## src/rtl/multicycle_control.sv

```systemverilog
// Main control FSM for a multicycle MIPS-style datapath. It is a Moore machine;
// only pc_en, ir_write and retired also follow the zero and mem_ready inputs.
module multicycle_control #(
   parameter int MEM_HANDSHAKE = 1
) (
   input  logic       clk,
   input  logic       rst,
   input  logic [5:0] opcode,
   input  logic [5:0] func,
   input  logic       zero,
   input  logic       mem_ready,
   output logic       pc_en,
   output logic       iord,
   output logic       mem_read,
   output logic       mem_write,
   output logic       ir_write,
   output logic       reg_dst,
   output logic       mem_to_reg,
   output logic       reg_write,
   output logic       alu_src_a,
   output logic [1:0] alu_src_b,
   output logic [1:0] pc_source,
   output logic [2:0] alu_op,
   output logic [3:0] state,
   output logic       illegal_op,
   output logic       retired
);

   typedef enum logic [3:0] {
      FETCH    = 4'd0,
      DECODE   = 4'd1,
      MEM_ADDR = 4'd2,
      MEM_RD   = 4'd3,
      LW_WB    = 4'd4,
      MEM_WR   = 4'd5,
      R_EXEC   = 4'd6,
      R_WB     = 4'd7,
      BRANCH   = 4'd8,
      JUMP     = 4'd9,
      ORI_EXEC = 4'd10,
      ORI_WB   = 4'd11,
      JR       = 4'd12
   } state_e;

   state_e state_q, state_d;
   logic   mem_rdy;

   assign mem_rdy = (MEM_HANDSHAKE != 0) ? mem_ready : 1'b1;

   always_ff @(posedge clk) begin
      if (rst) state_q <= FETCH;
      else     state_q <= state_d;
   end

   always_comb begin
      state_d    = FETCH;
      pc_en      = 1'b0;
      iord       = 1'b0;
      mem_read   = 1'b0;
      mem_write  = 1'b0;
      ir_write   = 1'b0;
      reg_dst    = 1'b0;
      mem_to_reg = 1'b0;
      reg_write  = 1'b0;
      alu_src_a  = 1'b0;
      alu_src_b  = 2'd0;
      pc_source  = 2'd0;
      alu_op     = 3'd0;
      state      = state_q;
      illegal_op = 1'b0;
      retired    = 1'b0;
      case (state_q)
         FETCH: begin
            mem_read  = 1'b1;
            alu_src_b = 2'd1;
            ir_write  = mem_rdy;
            pc_en     = mem_rdy;
            state_d   = mem_rdy ? DECODE : FETCH;
         end
         DECODE: begin
            alu_src_b = 2'd3;
            case (opcode)
               6'd35, 6'd43: state_d = MEM_ADDR;
               6'd0:         state_d = R_EXEC;
               6'd4:         state_d = BRANCH;
               6'd2:         state_d = JUMP;
               6'd13:        state_d = ORI_EXEC;
               default: begin
                  state_d    = FETCH;
                  illegal_op = 1'b1;
               end
            endcase
         end
         MEM_ADDR: begin
            alu_src_a = 1'b1;
            alu_src_b = 2'd2;
            state_d   = (opcode == 6'd35) ? MEM_RD : MEM_WR;
         end
         MEM_RD: begin
            mem_read = 1'b1;
            iord     = 1'b1;
            state_d  = mem_rdy ? LW_WB : MEM_RD;
         end
         LW_WB: begin
            reg_write  = 1'b1;
            mem_to_reg = 1'b1;
            retired    = 1'b1;
         end
         MEM_WR: begin
            mem_write = 1'b1;
            iord      = 1'b1;
            retired   = mem_rdy;
            state_d   = mem_rdy ? FETCH : MEM_WR;
         end
         R_EXEC: begin
            alu_src_a = 1'b1;
            alu_op    = (func == 6'd0) ? 3'd4 : 3'd2;
            state_d   = (func == 6'd8) ? JR : R_WB;
         end
         R_WB: begin
            reg_write = 1'b1;
            reg_dst   = 1'b1;
            retired   = 1'b1;
         end
         BRANCH: begin
            alu_src_a = 1'b1;
            alu_op    = 3'd1;
            pc_source = 2'd1;
            pc_en     = zero;
            retired   = 1'b1;
         end
         JUMP: begin
            pc_source = 2'd2;
            pc_en     = 1'b1;
            retired   = 1'b1;
         end
         JR: begin
            pc_source = 2'd3;
            pc_en     = 1'b1;
            retired   = 1'b1;
         end
         ORI_EXEC: begin
            alu_src_a = 1'b1;
            alu_src_b = 2'd2;
            alu_op    = 3'd3;
            state_d   = ORI_WB;
         end
         ORI_WB: begin
            reg_write = 1'b1;
            retired   = 1'b1;
         end
         default: begin
            // Unused encodings recover to FETCH with every output quiet.
            state = 4'd0;
         end
      endcase
      if (rst) begin
         pc_en      = 1'b0;
         iord       = 1'b0;
         mem_read   = 1'b0;
         mem_write  = 1'b0;
         ir_write   = 1'b0;
         reg_dst    = 1'b0;
         mem_to_reg = 1'b0;
         reg_write  = 1'b0;
         alu_src_a  = 1'b0;
         alu_src_b  = 2'd0;
         pc_source  = 2'd0;
         alu_op     = 3'd0;
         state      = 4'd0;
         illegal_op = 1'b0;
         retired    = 1'b0;
      end
   end

endmodule
```

## config.mk

```make
export PLATFORM = sky130hd
export DESIGN_NAME = multicycle_control
export DESIGN_NICKNAME = d
export VERILOG_FILES = /design/src/rtl/multicycle_control.sv
export SDC_FILE = /design/constraint.sdc
export NUM_CORES = 1
export LEC_CHECK = 0
export CAP_MARGIN = 10
export CORE_MARGIN = 3
export CORE_UTILIZATION = 39
export CTS_CLUSTER_DIAMETER = 30
export DETAILED_ROUTE_END_ITERATION = 7
export PLACE_DENSITY = 0.89
export SETUP_SLACK_MARGIN = 0.15
export SLEW_MARGIN = 30
export SYNTH_ARGS = -nofsm -noshare
export SYNTH_HDL_FRONTEND = slang
export SYNTH_SLANG_ARGS = --single-unit
export TNS_END_PERCENT = 100
```

## constraint.sdc

```tcl
create_clock -name clk -period 2.55 [get_ports clk]
set_clock_uncertainty 0.2 [all_clocks]
set_input_delay 0.765 -clock clk [delete_from_list [all_inputs] [get_ports clk]]
set_output_delay 0.765 -clock clk [all_outputs]
set_load 0.005 [all_outputs]
```

==> results of run 1 <==
## per-stage QoR
| stage | setup slack, ps | hold WS, ps | area, µm² |
|---|---|---|---|
| 4_1_cts | -111 | 530 | 1590 |
| 3_5_place_dp | -836 | 597 | 1380 |
| 3_3_place_gp | -793 | 595 | 1380 |
| 2_1_floorplan | 166 | 398 | 772 |
## cells in the mapped netlist (all sizes together), types with 2 or more instances
master  number  area, µm²
nor2b        2       12.5
nor3        12       70.1
a21o         2       15.0
nor3b        3       22.5
buf          9       57.6
a31oi        5       31.3
nor4         5       37.5
nor2        11       43.8
nand3        3       15.0
a211oi       2       15.0
nor4b        2       17.5
nand2b      10       62.6
xnor2        3       26.3
dfxtp        4       80.1
and2         2       12.5
o21ai        2       10.0
nand2        7       26.3
a21oi       10       50.1
o31ai        2       15.0
## logic make-up after synthesis
logic type / Yosys count / synth area share
buf+inv: 10 / 0.0821
compound gates: 31 / 0.290
xor+xnor: 3 / 0.0352
simple gates: 63 / 0.486
flops: 4 / 0.107
## repair_timing
| item | in CTS |
|---|---|
| buffers inserted | 15 |
| hold buffers | 0 |
| resized for setup | 160 |
| endpoints found under the setup margin | 22 |
| pin swaps | 13 |
==> impl_metrics.tcl, run 1 <==
set metrics [dict create \
    status "did not finish" \
    failed_stage "global routing" \
    error "[ERROR DPL-0038] Utilization greater than 100%, impossible to legalize" \
    port-buffer-count 37 \
    post-dp-hpwl_um 2270 \
    die_w_um 49.8 \
    ys.warnings.count 0 \
    place.gp.congestion 0.815 \
    syn_area_um2 747 \
    synth_edf_count 0 \
    grt-worst-endpoint "illegal_op" \
    clockBufferDepth 2 \
    worst-ep-kind "output port" \
    synth_nets 127 \
    yosys_most_used_dff "dfxtp_1" \
    ys_types 40 \
    clock_sinks 4 \
    clockRootBuffer "clkbuf_4" \
    synth-seq-cells 4 \
    rows 15 \
    htree_levels 1 \
    syn_area_per_cell_um2 6.73 \
    dp_cells 198 \
    cts_buffers 3 \
    die_y_um 49.8 \
    ys_async_sr_fraction 0 \
    grt_max_degree 15 \
    boundaryPins 38 \
    initial_core_util 0.423 \
    seq_area_frac_synth 0.107 \
    synth_cells 111 \
]
==> inputs of run 2 (changes only) <==
- CORE_AREA: not set -> 3 3 64 66
- CORE_MARGIN: 3 -> not set
- CORE_UTILIZATION: 39 -> not set
- CTS_CLUSTER_DIAMETER: 30 -> not set
- DIE_AREA: not set -> 0 0 67 69
- PLACE_DENSITY: 0.89 -> not set
- PLACE_DENSITY_LB_ADDON: not set -> 0.15
- SETUP_SLACK_MARGIN: 0.15 -> not set
==> run 2 against run 1 <==
- the flow now finishes, with violations (negative setup slack)
- area after synthesis is the same
- synthesized cell count is the same
==> impl_metrics.tcl, run 2 <==
set metrics [dict create \
    status "complete, but fails checks" \
    failed_checks "negative setup slack" \
    grt_overflow_total 0 \
    min_from "state_q[1]" \
    p_comb_frac 0.413 \
    ant_nets 0 \
    dpl_worst_slack_ps -847 \
    post-dp-hpwl_um 2140 \
    ys_types 40 \
    hp-class "flop to flop" \
    syn_area_per_cell_um2 6.73 \
    finalWorstSetupSlack_ps -65.8 \
    track_usage 0.126 \
    fin_setup_tns_ps -65.8 \
    sequentialPowerShare 0.200 \
    wl_per_cell_um 12.4 \
    clockRootBuffer "clkbuf_8" \
    stdcell_count 238 \
    cap_viol_max_count 0 \
    die_w_um 67 \
    yosys_most_used_dff "dfxtp_1" \
    drv_slew 0 \
    peakVddDrop_mv 0.0777 \
    avgViaCountPerCell 4.79 \
    regMostFlops "state_q" \
    clock_sinks 4 \
    fin_nets 208 \
    crit_fanout 2 \
    worst_setup_path_start_kind "input port" \
    synth_compound_area_frac 0.290 \
    crit_family "compound AO/OA/AOI/OAI gates" \
    antenna_found_initial 0 \
    p_leak_nw 0.723 \
    crit_chain "buf_8 > nor4_4 > a31oi_1 > o311ai_2 > a21oi_1 > buf_2" \
    yosys-top-cells-count "10 x a21oi_1, 10 x nand2b_1, 10 x nor2_1, 10 x nor3_1, 7 x nand2_1" \
    switchingPower_uw 93.3 \
    clkTransAtPathRegs_ps 30 \
    boundaryPins 38 \
    critPathKind "input port to output port" \
    hold_viol_final 0 \
    grt_max_degree 15 \
    crit_path_end_kind "output port" \
    insertion_delay_ps 210 \
    cts_buffers 3 \
    vias 1141 \
    synth-seq-cells 4 \
    layout_common_cells "46 x buf_4, 15 x dlygate4sd2_1, 10 x buf_2, 9 x nor2_1" \
    fin_crit_ps 2620 \
    finalSetupViolations 1 \
    initialDrtViolationCount 41 \
    synth_nets 127 \
    intPower_uw 242 \
    power_uw 336 \
    fin_crit_sh 1.03 \
    synth.area.top_cells "dfxtp_1 11%, nand2b_1 8.4%, a21oi_1 6.7%" \
    synth.mux.area_fraction 0 \
    synth_cells 111 \
    seq_area_frac_synth 0.107 \
    die_y_um 69 \
    synth_xor_area_frac 0.0352 \
    fmax_ghz 0.382 \
    initial_core_util 0.206 \
    required_ps 1590 \
    ys_async_sr_fraction 0 \
    synth_top_cell_by_area "dfxtp_1" \
    hold_buffers 0 \
    fillers 394 \
    dp_cells 225 \
    slowest_delay_ps 280 \
    pwr_density_cell_mw_per_mm2 208 \
    drc 0 \
    yosys.area_share.adder 0 \
    drt_pre_antenna_iters 4 \
    final_common_cell "buf_4" \
    cp_num_buf_inv 2 \
    rsz0062_at_grt "true" \
    swShare 0.278 \
    setup.worst_path.start "opcode[0]" \
    fp.dieArea_mm2 0.00462 \
    max-slew-margin-rel 0.782 \
    place.gp.congestion 0.794 \
    diodes 0 \
    areaGrowthSynthToFinish_pct 116 \
    synth_simple_gate_area_frac 0.486 \
    grt_pass1_vias 1136 \
    arrival_ps 1650 \
    syn_area_um2 747 \
    rows 22 \
    port-buffer-count 37 \
    drive_gt1_frac 0.516 \
    top_regs "state_q (4)" \
    crit_slowest_cell "nor4_4" \
    r2r_start "state_q[0]" \
    largest_reg_flops 4 \
    grt_pass1_wl_um 4820 \
    core-area_mm2 0.00363 \
    worstMarginPinSlew_ps 325 \
    clockBufferDepth 2 \
    synth_top_family_by_area "simple AND/OR/NAND/NOR gates" \
    routed_wl_um 2960 \
    clockPowerShare 0.387 \
    ys.warnings.count 0 \
    cts_tree "built" \
    synth_edf_count 0 \
    yosysTopAreaCellShare 0.107 \
    htree_levels 1 \
]
## run 2: kinds of logic (layout without fill, tap and decap cells)
group / after synthesis / in the layout
compound gates: 31 / 31
xor+xnor: 3 / 3
buf+inv: 10 / 89
flops: 4 / 4
simple gates: 63 / 63
## run 2: final cells by class
type                    count  area [µm²]  share of cell area
well taps                  48        60.1              0.0373
clock buffers               3        41.3              0.0256
repair buffers             86         678               0.421
multi-input cells          97         743               0.462
flip-flops and latches      4        87.6              0.0544
## run 2: path summary, 6_finish.rpt
kind | slack (ps) | cells after the start | end
hold / removal | 620 | 3 | state_q[0]
hold reg to reg | 620 | 3 | state_q[0]
setup / recovery | -70 | 6 | illegal_op
setup reg to reg | 930 | 5 | state_q[1]
## run 2: what timing repair did
| item | 4_1_cts | 5_1_grt |
|---|---|---|
| buffers inserted | 11 | 0 |
| pin swaps | 13 | 11 |
| setup endpoints to repair | 22 | 12 |
| gates resized for setup | 99 | 30 |
| gates cloned | 0 | 0 |
## run 2: per-stage QoR
stage | hold WS (ps) | instance area [µm²] | util
final | 620 | 1610 | 0.443
after global routing | 666 | 1610 | 0.443
after CTS | 623 | 1540 | 0.424
after detailed placement | 688 | 1410 | 0.388
after global placement | 678 | 1410 | 0.388
after floorplan | 398 | 747 | -
## run 2: power by group through the flow
stage / registers [mW] / logic, mW / clock network, mW
2_1_floorplan: 0.0670 / 0.0456 / 0
6_report: 0.0673 / 0.139 / 0.130
3_3_place_gp: 0.0679 / 0.120 / 0
4_1_cts: 0.0666 / 0.123 / 0.136
3_5_place_dp: 0.0679 / 0.122 / 0
5_1_grt: 0.0674 / 0.150 / 0.141
## run 2: per-layer routing
| layer | vias to the layer above | track usage | part of all wire |
|---|---|---|---|
| met2 | 34 | 0.221 | 0.49 |
| met5 | - | 0 | 0 |
| met1 | 522 | 0.157 | 0.45 |
| li1 | 581 | - | - |
| met4 | 0 | 0.0383 | 0.0057 |
| met3 | 4 | 0.0147 | 0.047 |
## run 2: tightest hold or removal path, cell delays in order, from the launching register on
cell and delay, ps:
dfxtp_2 410, buf_4 170, a221oi_2 70, a31oi_1 130
(Power assumes the default switching activity.)
